==> src/rtl/router_output_arbiter.sv <==
`default_nettype none
// ============================================================================
// Module   : router_output_arbiter
// Purpose  : Per-output-port wormhole arbiter. Round-robin picks one of
//            NUM_REQ input ports. The grant is held from the head flit to the
//            tail flit. A stall watchdog and a packet counter support the mesh
//            deadlock checks.
// Revision : 1.0 - initial release
// ============================================================================
module router_output_arbiter #(
  parameter int NUM_REQ  = 5,
  parameter int WIDTH    = 32,
  parameter int WD_LIMIT = 64
) (
  input  logic                       clk,
  input  logic                       rst_n,
  input  logic [NUM_REQ-1:0]         in_valid,
  input  logic [NUM_REQ*WIDTH-1:0]   in_data,
  input  logic [NUM_REQ-1:0]         in_tail,
  output logic [NUM_REQ-1:0]         in_ready,
  output logic                       out_valid,
  output logic [WIDTH-1:0]           out_data,
  output logic                       out_tail,
  input  logic                       out_ready,
  output logic [$clog2(NUM_REQ)-1:0] grant_id,
  output logic                       busy,
  output logic                       stall_alarm,
  input  logic                       alarm_clr,
  output logic [15:0]                pkt_count
);

  localparam int GW = $clog2(NUM_REQ);
  localparam logic [GW-1:0] LAST_IDX = GW'(NUM_REQ - 1);
  localparam logic [GW:0]   NREQ_W   = (GW+1)'(NUM_REQ);
  localparam logic [15:0]   WD_MAX   = 16'(WD_LIMIT);

  typedef enum logic [0:0] {IDLE = 1'b0, LOCKED = 1'b1} state_t;

  state_t        state;
  logic [GW-1:0] rr_ptr;
  logic [15:0]   wd_cnt;

  logic [GW-1:0] winner;
  logic          any_req;
  logic          locked;
  logic          sel_valid;
  logic [WIDTH-1:0] sel_data;
  logic          sel_tail;
  logic          xfer;
  logic          stalled;
  logic [15:0]   wd_next;
  logic          alarm_set;
  logic [GW-1:0] next_ptr;

  assign locked  = (state == LOCKED);
  assign busy    = locked;
  assign any_req = |in_valid;

  // Round-robin search: first requesting port at or above rr_ptr, wrapping.
  always_comb begin
    logic [GW:0] pos;
    logic        found;
    winner = '0;
    found  = 1'b0;
    pos    = '0;
    for (int k = 0; k < NUM_REQ; k++) begin
      pos = {1'b0, rr_ptr} + (GW+1)'(k);
      if (pos >= NREQ_W) pos = pos - NREQ_W;
      if (!found && in_valid[pos[GW-1:0]]) begin
        winner = pos[GW-1:0];
        found  = 1'b1;
      end
    end
  end

  // Select the owner's flit and steer its ready; nothing passes outside LOCKED.
  always_comb begin
    sel_valid = 1'b0;
    sel_data  = '0;
    sel_tail  = 1'b0;
    in_ready  = '0;
    for (int i = 0; i < NUM_REQ; i++) begin
      if (grant_id == GW'(i)) begin
        sel_valid   = in_valid[i];
        sel_data    = in_data[i*WIDTH +: WIDTH];
        sel_tail    = in_tail[i];
        in_ready[i] = locked & out_ready;
      end
    end
    out_valid = locked & sel_valid;
    out_data  = locked ? sel_data : '0;
    out_tail  = locked & sel_tail;
  end

  assign xfer     = out_valid & out_ready;
  assign stalled  = out_valid & ~out_ready;
  assign next_ptr = (grant_id == LAST_IDX) ? '0 : grant_id + 1'b1;

  // Watchdog next value: counts blocked cycles, clears on transfer or in IDLE,
  // and holds through a source bubble.
  always_comb begin
    wd_next = wd_cnt;
    if (!locked || xfer) begin
      wd_next = '0;
    end else if (stalled && (wd_cnt < WD_MAX)) begin
      wd_next = wd_cnt + 16'd1;
    end
  end

  assign alarm_set = stalled && (wd_next == WD_MAX);

  // Arbitration FSM: IDLE picks a winner, LOCKED holds it until the tail moves.
  always_ff @(posedge clk or negedge rst_n) begin
    if (!rst_n) begin
      state    <= IDLE;
      rr_ptr   <= '0;
      grant_id <= '0;
    end else begin
      case (state)
        IDLE: begin
          if (any_req) begin
            grant_id <= winner;
            state    <= LOCKED;
          end
        end
        LOCKED: begin
          if (xfer && out_tail) begin
            state  <= IDLE;
            rr_ptr <= next_ptr;
          end
        end
        default: state <= IDLE;
      endcase
    end
  end

  // Sticky stall alarm; a new stall detection beats a simultaneous clear.
  always_ff @(posedge clk or negedge rst_n) begin
    if (!rst_n) begin
      wd_cnt      <= '0;
      stall_alarm <= 1'b0;
    end else if (alarm_set) begin
      wd_cnt      <= wd_next;
      stall_alarm <= 1'b1;
    end else if (alarm_clr) begin
      wd_cnt      <= '0;
      stall_alarm <= 1'b0;
    end else begin
      wd_cnt      <= wd_next;
    end
  end

  // Count forwarded tail flits, wrapping at 16 bits.
  always_ff @(posedge clk or negedge rst_n) begin
    if (!rst_n) begin
      pkt_count <= '0;
    end else if (xfer && out_tail) begin
      pkt_count <= pkt_count + 16'd1;
    end
  end

endmodule
`default_nettype wire

==> config.mk <==
export PLATFORM = sky130hd
export DESIGN_NAME = router_output_arbiter
export DESIGN_NICKNAME = d
export VERILOG_FILES = /design/src/rtl/router_output_arbiter.sv
export SDC_FILE = /design/constraint.sdc
export NUM_CORES = 1
export LEC_CHECK = 0
export CORE_MARGIN = 3
export CORE_UTILIZATION = 43
export CTS_CLUSTER_SIZE = 24
export DETAILED_ROUTE_END_ITERATION = 7
export HOLD_SLACK_MARGIN = 0.15
export PLACE_DENSITY = 0.91
export SLEW_MARGIN = 20
export SYNTH_ARGS = -nofsm -noshare
export SYNTH_HDL_FRONTEND = slang
export SYNTH_SLANG_ARGS = --single-unit
==> constraint.sdc <==
create_clock -name clk -period 5.3 [get_ports clk]
set_input_delay 0.53 -clock clk [delete_from_list [all_inputs] [get_ports clk]]
set_output_delay 0.53 -clock clk [all_outputs]
set_load 0.01 [all_outputs]
==> summary.md, run 1 <==
| Metric | Value |
|---|---|
| Peak supply drop | 0.000319 V |
| DRC | 0 |
| Net count after synthesis | 746 |
| DR iter-0 viols | 440 |
| Worst reg-to-reg path cell count | 10 |
| Worst-path clk slew | 0.08 ns |
| P_leak | 2.82 nW |
| Crit path max fanout | 21 |
| Post-synth EDFFs | 0 |
| WP data required | 4.77 ns |
| FF/Latch Area | 1000 um^2 |
| Overflow after GRT | 0 |
| Most common cell after layout, fill and taps aside | clkdlybuf4s50_1 |
| Fmax achieved | 238 MHz |
| Final core utilization | 0.716 |
| Number of global-route vias before repair | 5346 |
| Final max-slew violation count | 0 |
| Syn Std Cell Area | 4330 um^2 |
| Routed length per instance | 20.4 um |
| CTS resizes | 0 |
| Crit Path Class | reg -> out |
| Ys flop type | dfrtp_1 |
| Hold_buf cts | 0 |
| Setup TNS after final layout | 0 ns |
| Worst-case clock buffer depth | 2 |
| Via density | 6.12 |
| Skew final | 0.00906 ns |
| Post-synthesis sequential area ratio | 0.231 |
| Fin. Hold Viols | 0 |
| Met1 Use GR | 0.368 |
| Nets | 944 |
| Die area | 11300 um^2 |
| Final WL | 18.0 mm |
| HP Class | in -> async |
| Area grow syn2layout | 57.3% |
| Critical path arrival | 3.67 ns |
| Die height | 106 um |
| Multi-input gate area | 3080 um^2 |
| Root buf cell | clkbuf_8 |
| Pwr Density | 519 nW/um^2 |
| Worst-Skew Late Latency | 0.30 ns |
| Row Count | 35 |
| Maxcap violations | 0 |
| CTS tree | done |
| Initial antenna violation count | 0 |
| # H-tree levels | 2 |
| ANT cells | 0 |
| Core area | 9500 um^2 |
| Vias | 5409 |
| Commonest cells after routing, fill and taps aside | clkdlybuf4s50_1, nor2_1, nand2_1 |
| Drt pass-1 iters | 5 |
| Average size of a mapped cell | 7.78 um^2 |
| Largest net degree at the start of global routing | 70 |
| Clk sink count | 40 |
| GR Util All Layers | 0.305 |
| Synth Register Bits | 40 |
| Postcts setup bufs | 0 |
| Status | finished clean |
| Layout cells sized above 1 | 0.0424 |
| Tcrit/Tclk final | 0.792 |
| Ports | 234 |
| Final HPWL DP | 13.8 mm |
| GR met3 Demand/Resource | 0.0783 |
| Synth warn | 0 |
| Post-route ant nets | 0 |
| Setup crit start kind | flop |
| Slew headroom | 0.309 |
| Die W | 106 um |
| GR Util met2 | 0.522 |
| Port Buffers | 233 |
| Setup crit end kind | primary output |
| Fillers | 713 |
| CTS buffer count | 5 |
| Final setup fails | 0 |
| RSZ-0062 raised after global routing | false |
| GR peak layer | met2 |
| Yosys cell types | 64 |
| Minimum clock period | 4.20 ns |
| Final Instance Count excl. Fillers | 884 |
| Placer Congestion | 0.989 |
| Initial Util | 0.455 |
| Mapped Cells | 556 |
| Async SR Flop Fraction | 1.00 |
| Post-placement cell count | 876 |
| Slew @ Worst Pin | 1.04 ns |
| First-pass GRT wire length | 28.2 mm |
## state kept, by name (all words and copies together) (netlist names)
register and flops:
busy 1, grant_id 3, pkt_count 16, rr_ptr 3, stall_alarm 1, wd_cnt 16
## per-layer routing
layer	wire [um]	share of wire
met3	1590	0.088
met4	670	0.037
met2	8900	0.49
met1	6870	0.38
met5	0	0
## logic make-up after synthesis
family | share of synthesized area
AO/OA/AOI/OAI | 0.341
multiplexers | 0.0234
flip-flops | 0.231
XOR/XNOR | 0.0506
buffers and inverters | 0.0607
AND/OR/NAND/NOR | 0.245
adder cells (fa/ha/maj) | 0.0480
## synth_stat cells, types with 7 or more instances
| master | n | area [um^2] |
|---|---|---|
| and3_1 | 9 | 56.3 |
| o21ai_0 | 17 | 85.1 |
| ha_1 | 15 | 188 |
| xnor2_1 | 16 | 140 |
| clkbuf_1 | 39 | 146 |
| xor2_1 | 9 | 78.8 |
| nand2b_1 | 8 | 50.1 |
| nor2_1 | 68 | 255 |
| nor3_1 | 7 | 35.0 |
| o311ai_0 | 34 | 298 |
| nand3_1 | 14 | 70.1 |
| a221oi_1 | 33 | 289 |
| inv_1 | 15 | 56.3 |
| o211a_1 | 33 | 330 |
| dfrtp_1 | 40 | 1000 |
| nand2_1 | 68 | 255 |
| a21oi_1 | 12 | 60.1 |
| nor2b_1 | 20 | 125 |
## final cells by class
type | instances | share of cell area
tap | 129 | 0.0237
inverter | 16 | 0.00883
multi-input combinational | 451 | 0.453
clock inverter | 2 | 0.00570
sequential | 40 | 0.147
clock buffer | 6 | 0.0121
timing repair buffer | 240 | 0.350
## through the flow
step	cell area, um^2	total power [W]	setup slack [ns]	hold slack, ns
after global placement	6680	0.00316	1.63	0.461
after floorplan	4330	0.00215	2.29	0.234
final	6800	0.00353	1.10	0.342
after detailed placement	6680	0.00320	1.57	0.493
after CTS	6800	0.00349	1.19	0.379
after global routing	6800	0.00379	0.951	0.404
## path summary, 6_finish.rpt
| path | end | slack, ns | from |
|---|---|---|---|
| setup / recovery | out_data[19] | 1.10 | grant_id[0] |
| hold / removal | pkt_count[9] | 0.34 | rst_n |
| setup reg to reg | grant_id[0] | 1.78 | rr_ptr[1] |
| hold reg to reg | pkt_count[14] | 0.50 | pkt_count[14] |
| max in group asynchronous | wd_cnt[1] | 4.41 | rst_n |
| min in group clk | pkt_count[14] | 0.50 | pkt_count[14] |
## worst max-delay path: stages, from the launching register on
cell	delay, ns
dfrtp_1	0.46
inv_1	0.12
ha_1	0.30
nand2_1	0.14
nor2_2	0.69
a221oi_1	0.20
o311ai_0	0.67
o211a_1	0.25
clkdlybuf4s50_1	0.53
## where the power goes
part | internal, W | switching (W)
clock | 0.000154 | 0.000116
sequential | 0.000341 | 0.0000949
combinational | 0.00136 | 0.00146
(Power assumes the default switching activity.)
==> inputs of run 2 (changes only) <==
Settings changed: CORE_UTILIZATION 43 to 40, PLACE_DENSITY 0.91 to 0.86.
Clock period 5.3 ns to 4.35 ns, I/O delays scaled along.
==> summary.md, run 2 (synthesis gave the netlist of run 1 again) <==
| Metric | Value |
|---|---|
| Final setup fails | 0 |
| Post-route ant nets | 0 |
| Minimum clock period | 3.96 ns |
| Port Buffers | 233 |
| Largest regs | pkt_count: 16 flops, wd_cnt: 16 flops |
| Routed length per instance | 20.5 um |
| Slew @ Worst Pin | 0.909 ns |
| Crit path max fanout | 19 |
| Clk pwr share | 0.076 |
| Row Count | 37 |
| ANT cells | 0 |
| Root buf cell | clkbuf_8 |
| Vias | 5497 |
| Setup crit start kind | flop |
| Fin. Hold Viols | 0 |
| Nets | 947 |
| CTS buffer count | 5 |
| Crit Path Class | reg -> out |
| Pwr Density | 639 nW/um^2 |
| Worst-path clk slew | 0.09 ns |
| DRC | 0 |
| Drt pass-1 iters | 5 |
| CP delay by family, top | buffers and inverters |
| Initial antenna violation count | 0 |
| Number of global-route vias before repair | 5340 |
| Status | finished clean |
| Die height | 110 um |
| # H-tree levels | 2 |
| Clk sink count | 40 |
| Setup TNS after final layout | 0 ns |
| Hold_buf cts | 0 |
| Worst-case clock buffer depth | 2 |
| Critical path arrival | 3.53 ns |
| First-pass GRT wire length | 27.0 mm |
| HP Class | in -> async |
| Via density | 6.15 |
| Area grow syn2layout | 57.9% |
| Tcrit/Tclk final | 0.911 |
| CTS tree | done |
| Sw Share | 0.478 |
| Placer Congestion | 0.944 |
| Initial Util | 0.415 |
| Skew final | 0.00906 ns |
| RSZ-0062 raised after global routing | false |
| Fmax achieved | 252 MHz |
| Core area | 10400 um^2 |
| Slowest cell on the critical path | nor2b_2 |
| Maxcap violations | 0 |
| CP max stage delay | 0.77 ns |
| CTS resizes | 0 |
| Ports | 234 |
| Die W | 110 um |
| Commonest cells after routing, fill and taps aside | clkdlybuf4s50_1, nor2_1, nand2_1 |
| Largest net degree at the start of global routing | 41 |
| Peak supply drop | 0.000438 V |
| Layout cells sized above 1 | 0.0462 |
| Postcts setup bufs | 0 |
| Overflow after GRT | 0 |
| Crit-path cells | inv_1, ha_1, nor2b_2, buf_4, a221oi_1, o311ai_0, o211a_1, clkdlybuf4s50_1 |
| Int Power | 0.00228 W |
| Worst-Skew Late Latency | 0.30 ns |
| Final WL | 18.3 mm |
| WP data required | 3.91 ns |
| P_leak | 2.82 nW |
| Setup crit end kind | primary output |
| Setup WS pre-CTS | 0.830 ns |
| Final HPWL DP | 13.9 mm |
| Sequential power share | 0.121 |
| Combinational power share | 0.803 |
| Final max-slew violation count | 0 |
| Most common cell after layout, fill and taps aside | clkdlybuf4s50_1 |
| GR Util All Layers | 0.280 |
| Worst path buffer plus inverter count | 3 |
| PnR worst setup slack | 0.387 ns |
| Net switching power | 0.00208 W |
| Slew headroom | 0.394 |
| Die area | 12100 um^2 |
| DR iter-0 viols | 553 |
-- run 2: final cells by class --
class                      count  area, um^2
sequential                    40        1000
clock inverter                 2        38.8
inverter                      16        60.1
fill                         857        3590
clock buffer                   6        82.6
multi-input combinational    451        3080
timing repair buffer         243        2400
tap                          136         170
-- run 2: path summary, 6_finish.rpt --
| kind | startpoint | to | slack, ns | cells after the start |
|---|---|---|---|---|
| worst max-delay path | grant_id[0] | out_data[18] | 0.39 | 8 |
| max in group asynchronous | rst_n | wd_cnt[1] | 3.52 | 1 |
| min in group clk | pkt_count[15] | pkt_count[15] | 0.48 | 1 |
| worst min register to register | pkt_count[15] | pkt_count[15] | 0.48 | 1 |
| worst max register to register | rr_ptr[1] | grant_id[0] | 0.77 | 11 |
| worst min-delay path | rst_n | stall_alarm | 0.27 | 1 |
-- run 2: worst reg2reg max path, delay by kind of cell, from the launching register on --
family	cells	cell delay, ns
adders and majority gates	2	0.78
DFF	1	0.67
buffers and inverters	2	0.43
AOI/OAI and AO/OA	6	1.35
and+or+nand+nor	1	0.30
-- run 2: routing by layer --
| metal | vias up | GRT usage | part of all wire |
|---|---|---|---|
| met5 | - | 0 | 0 |
| met4 | 0 | 0.106 | 0.037 |
| met3 | 73 | 0.0681 | 0.093 |
| met2 | 339 | 0.461 | 0.49 |
| met1 | 2581 | 0.354 | 0.38 |
| li1 | 2504 | - | - |
-- run 2: power groups by stage --
stage	Combinational (W)	Clock [W]	Sequential, W
after floorplan	0.00212	0	0.000492
after global placement	0.00336	0	0.000524
after detailed placement	0.00341	0	0.000530
after CTS	0.00345	0.000331	0.000522
after global routing	0.00377	0.000345	0.000535
final	0.00351	0.000330	0.000528
-- run 2: through the flow --
stage	instance area [um^2]	utilization	power, W	cells	hold WS [ns]
floorplan	4330	-	0.00262	556	0.139
global placement	6710	0.644	0.00388	886	0.462
detailed placement	6710	0.644	0.00394	886	0.476
CTS	6830	0.656	0.00430	894	0.286
global route	6830	0.656	0.00465	894	0.322
finish	6830	0.656	0.00436	894	0.265
==> variant 1: new RTL, flow settings as in run 1 <==
Put one more register stage on the output `pkt_count`, cleared by the reset. The value now appears one clock later. The other outputs are not delayed to match.
--- a/src/rtl/router_output_arbiter.sv
+++ b/src/rtl/router_output_arbiter.sv
@@ -35,6 +35,8 @@
   localparam logic [15:0]   WD_MAX   = 16'(WD_LIMIT);
 
   typedef enum logic [0:0] {IDLE = 1'b0, LOCKED = 1'b1} state_t;
+
+  logic [15:0] pkt_count_s0;
 
   state_t        state;
   logic [GW-1:0] rr_ptr;
@@ -153,9 +155,17 @@
   // Count forwarded tail flits, wrapping at 16 bits.
   always_ff @(posedge clk or negedge rst_n) begin
     if (!rst_n) begin
+      pkt_count_s0 <= '0;
+    end else if (xfer && out_tail) begin
+      pkt_count_s0 <= pkt_count_s0 + 16'd1;
+    end
+  end
+
+  always_ff @(posedge clk or negedge rst_n) begin
+    if (!rst_n) begin
       pkt_count <= '0;
-    end else if (xfer && out_tail) begin
-      pkt_count <= pkt_count + 16'd1;
+    end else begin
+      pkt_count <= pkt_count_s0;
     end
   end
 
Function: changed (Yosys sat finds a counterexample within 4 cycles, from zero or initial values and one cycle with rst_n low).
==> variant 1 against run 1 <==
- first-iteration DRC count up 100%
- wire length up 3.8%
- worst setup slack better by 0.25 ns
- fmax up 6.2%
- design area up 5.6%
- synthesized area up 8.9%
- sequential cell count up 16
- total power up 9.7%
- cell count up 2.4%
- via count up 2.0%
- largest power group unchanged
==> variant 1: results <==
[placed_design]
pre_cts_ws_ns = 1.76
placed_area_um2 = 7080
place_congestion = 1.05
dp_cells = 897
place_hpwl_um = 14200

[yosys]
synth_fp_nets = 760
yosysSeqAreaShare_pct = 29.7
synth_area_per_cell_um2 = 8.27
synthTopCellsByCount = "nand2_1 (68), nor2_1 (57), dfrtp_1 (56)"
synth_ff_type = "dfrtp_1"
ys_warn_count = 0
synth_cell_types = 65
synthTopCellsByArea = "dfrtp_1 (30%), o211a_1 (7.0%), o311ai_0 (6.3%)"

[global_route]
antenna_found_initial = 0
grt_pass1_wl_um = 29700
grt_max_degree = 70
grtUsageTotal_pct = 29.5
first_global_vias = 5339

[layout]
instances_no_fill = 905
top_regs = "pkt_count (16), pkt_count_s0 (16), wd_cnt (16)"
fill_cells = 831
final_layout_size_suffix_gt1_share_pct = 4.42
nNetsFinal = 958

[clock_network]
cts_resized = 0
clk_latency_ns = 0.32
path_clk_slew_ns = 0.11
root_buffer = "clkbuf_8"

[power_and_ir_drop]
p_clk_w = 0.000250
seq-power_w = 0.000554
p_leak_nw = 3.05
swShare_pct = 48.1
ir_worst_vdd_mv = 0.331
power_w = 0.00387

[sta]
fin_skew_ns = 0.0106
fin_hold_ws_ns = 0.325
finalCritPeriodShare_pct = 74.5
tightest_slew_ns = 0.762

[setup_path]
r2r_cells = 12
reg2reg_from = "rr_ptr[0]$_DFFE_PN0P_"
crit_arrival_ns = 3.42
slowest_stage = "clkdlybuf4s50_1"
crit_family = "buffers and inverters"
slowest_delay_ns = 0.55
rr_endpoint = "grant_id[2]$_DFFE_PN0P_"
reg2reg_slack_ns = 1.73
crit_fanout = 27

[detailed_routing]
route.met2.wl_um = 9060
wl_met3_um = 1770
drt_pass1_iterations = 7
drt_iter0_drc = 898
drt_wl_total_um = 18700
drt-met1-wl_um = 7550
avgViaCountPerCell = 6.10

[outcome]
status = "complete, no violations"
[variant 1: layer usage]
| metal | up-vias | GRT usage [%] |
|---|---|---|
| li1 | 2545 | - |
| met1 | 2630 | 39.1 |
| met2 | 315 | 49.0 |
| met3 | 29 | 7.31 |
| met4 | 0 | 6.24 |
| met5 | - | 0 |
[variant 1: cell families (layout without fill, tap and decap cells)]
group / Yosys count / after routing / synth area share (%)
xor gates and xnor gates: 25 / 25 / 4.65
muxes: 8 / 8 / 1.81
buffers and inverters: 69 / 268 / 5.79
AOI/OAI and AO/OA: 183 / 183 / 31.5
DFF: 56 / 56 / 29.7
adders and majority gates: 16 / 16 / 4.41
and+or+nand+nor: 213 / 213 / 22.1
[variant 1: final cells by class]
class	instances	area (µm²)	share of cell area [%]
clock buffers	5	68.8	0.958
clock inverters	3	27.5	0.383
inverters	19	71.3	0.992
multi-input cells	445	3060	42.6
flip-flops and latches	56	1400	19.5
well taps	136	170	2.37
repair buffers	241	2390	33.2
==> variant 2: new RTL, flow settings as in run 1 <==
Made on the original files. `NUM_REQ`: 5 -> 6.
--- a/src/rtl/router_output_arbiter.sv
+++ b/src/rtl/router_output_arbiter.sv
@@ -8,7 +8,7 @@
 // Revision : 1.0 - initial release
 // ============================================================================
 module router_output_arbiter #(
-  parameter int NUM_REQ  = 5,
+  parameter int NUM_REQ  = 6,
   parameter int WIDTH    = 32,
   parameter int WD_LIMIT = 64
 ) (
Ports: changed (resized in_data, in_ready, in_tail and in_valid); port bits go from 234 to 269. The function was not compared with the original's and may differ.
==> variant 2 against run 1 <==
- worst setup slack better by 0.22 ns
- sequential cell count unchanged
- wire length increased by 15%
- design area increased by 11%
- register-to-register slack got worse by 0.18 ns
- synthesized area rose by 9.2%
- first-iteration DRC count increased by 24%
- clock power down 19%
- total power increased by 6.3%
==> variant 2: results <==
[global_route]
first_global_vias = 5923
grt_max_degree = 61
grtUsageTotal_pct = 31.8
grt_pass1_wl_um = 32000

[placed_design]
place_hpwl_um = 16100
io_buffers = 268
pre_cts_ws_ns = 1.67
place_congestion = 1.01
dp_cells = 995

[power_and_ir_drop]
ir_worst_vdd_mv = 0.284
power.switching_w = 0.00187
p_leak_nw = 3.00

[yosys]
synth_ff_type = "dfrtp_1"
synth_area_per_cell_um2 = 7.44
synth_cell_types = 66
ys_warn_count = 0
synthTopCellsByArea = "dfrtp_1 (21%), mux2i_1 (8.1%), nor2b_1 (5.4%)"
yosysSeqAreaShare_pct = 21.2
synthTopCellsByCount = "nor2_1 (65), nand2_1 (52), o21ai_0 (47)"
synth_fp_nets = 854

[clock_network]
path_clk_slew_ns = 0.08
cts_resized = 0
root_buffer = "clkbuf_8"
cts_buffers = 5
clk_path_buf_depth = 2
cts_setup_buffers = 0

[layout]
final_layout_size_suffix_gt1_share_pct = 4.38
top_regs = "pkt_count (16), wd_cnt (16)"
nNetsFinal = 1085
fill_cells = 871

[hold_path]
hold_path.class = "in -> async"

[outcome]
status = "complete, no violations"

[setup_path]
reg2reg_from = "rr_ptr[0]$_DFFE_PN0P_"
crit_arrival_ns = 3.45
rr_endpoint = "grant_id[1]$_DFFE_PN0P_"
reg2reg_slack_ns = 1.60
crit_fanout = 36
critPathLaunch = "grant_id[1]$_DFFE_PN0P_"
r2r_cells = 9

[sta]
tightest_slew_ns = 0.874
finalCritPeriodShare_pct = 75.1
fin_skew_ns = 0.00457

[detailed_routing]
avgViaCountPerCell = 5.98
drt_wl_total_um = 20700
drt_iter0_drc = 546
route.detailed.wl_per_inst_um = 20.7
## variant 2: worst max path at each step
stage                        end  cells after the start
CTS                 out_data[16]                      9
global route         out_data[5]                      8
global placement     out_data[5]                      8
floorplan            out_data[0]                     11
detailed placement  out_data[16]                      9
finish               out_data[5]                      8
## variant 2: cell type report
| type | count | area share, % |
|---|---|---|
| multi-input combinational | 529 | 46.1 |
| sequential | 40 | 13.3 |
| clock buffer | 6 | 1.10 |
| timing repair buffer | 276 | 36.3 |
| tap | 136 | 2.26 |
| inverter | 14 | 0.698 |
| clock inverter | 2 | 0.199 |
## variant 2: layer usage
layer / track usage [%] / vias up / wire (µm)
met5: 0 / - / 0
met4: 8.54 / 0 / 605
met3: 7.21 / 52 / 2020
met2: 52.1 / 361 / 9540
met1: 42.0 / 2796 / 8560
li1: - / 2785 / -
## variant 2: cell families (layout without fill, tap and decap cells)
kind of cell             Yosys count  after routing  share of synthesized area [%]
XOR/XNOR                          24             24                           4.45
buffers and inverters             66            298                           5.59
flip-flops                        40             40                           21.2
adder cells (fa/ha/maj)           11             11                           2.91
AND/OR/NAND/NOR                  252            252                           27.8
AO/OA/AOI/OAI                    195            195                           27.5
multiplexers                      47             47                           10.5
## variant 2: per-stage QoR
step,hold slack [ns],cell area (µm²),util [%]
after global placement,0.457,7430,70.7
after global routing,0.412,7530,71.7
after detailed placement,0.460,7430,70.7
after floorplan,0.234,4720,-
final,0.350,7530,71.7
after CTS,0.374,7530,71.7
## variant 2: power groups by stage
| stage | clock network [W] | registers [W] | logic [W] |
|---|---|---|---|
| finish | 0.000220 | 0.000500 | 0.00303 |
| global route | 0.000237 | 0.000514 | 0.00326 |
| CTS | 0.000227 | 0.000494 | 0.00298 |
| detailed placement | 0 | 0.000500 | 0.00296 |
| global placement | 0 | 0.000493 | 0.00291 |
| floorplan | 0 | 0.000407 | 0.00187 |
## variant 2: worst max-delay path, cell delays in order (launching register included)
cell             delay, ns
dfrtp_1               0.78
nor2b_4               0.84
nand2_1               0.11
o21ai_0               0.11
a22oi_1               0.09
a211oi_1              0.26
a21oi_1               0.06
nor2b_1               0.28
clkdlybuf4s50_1       0.60
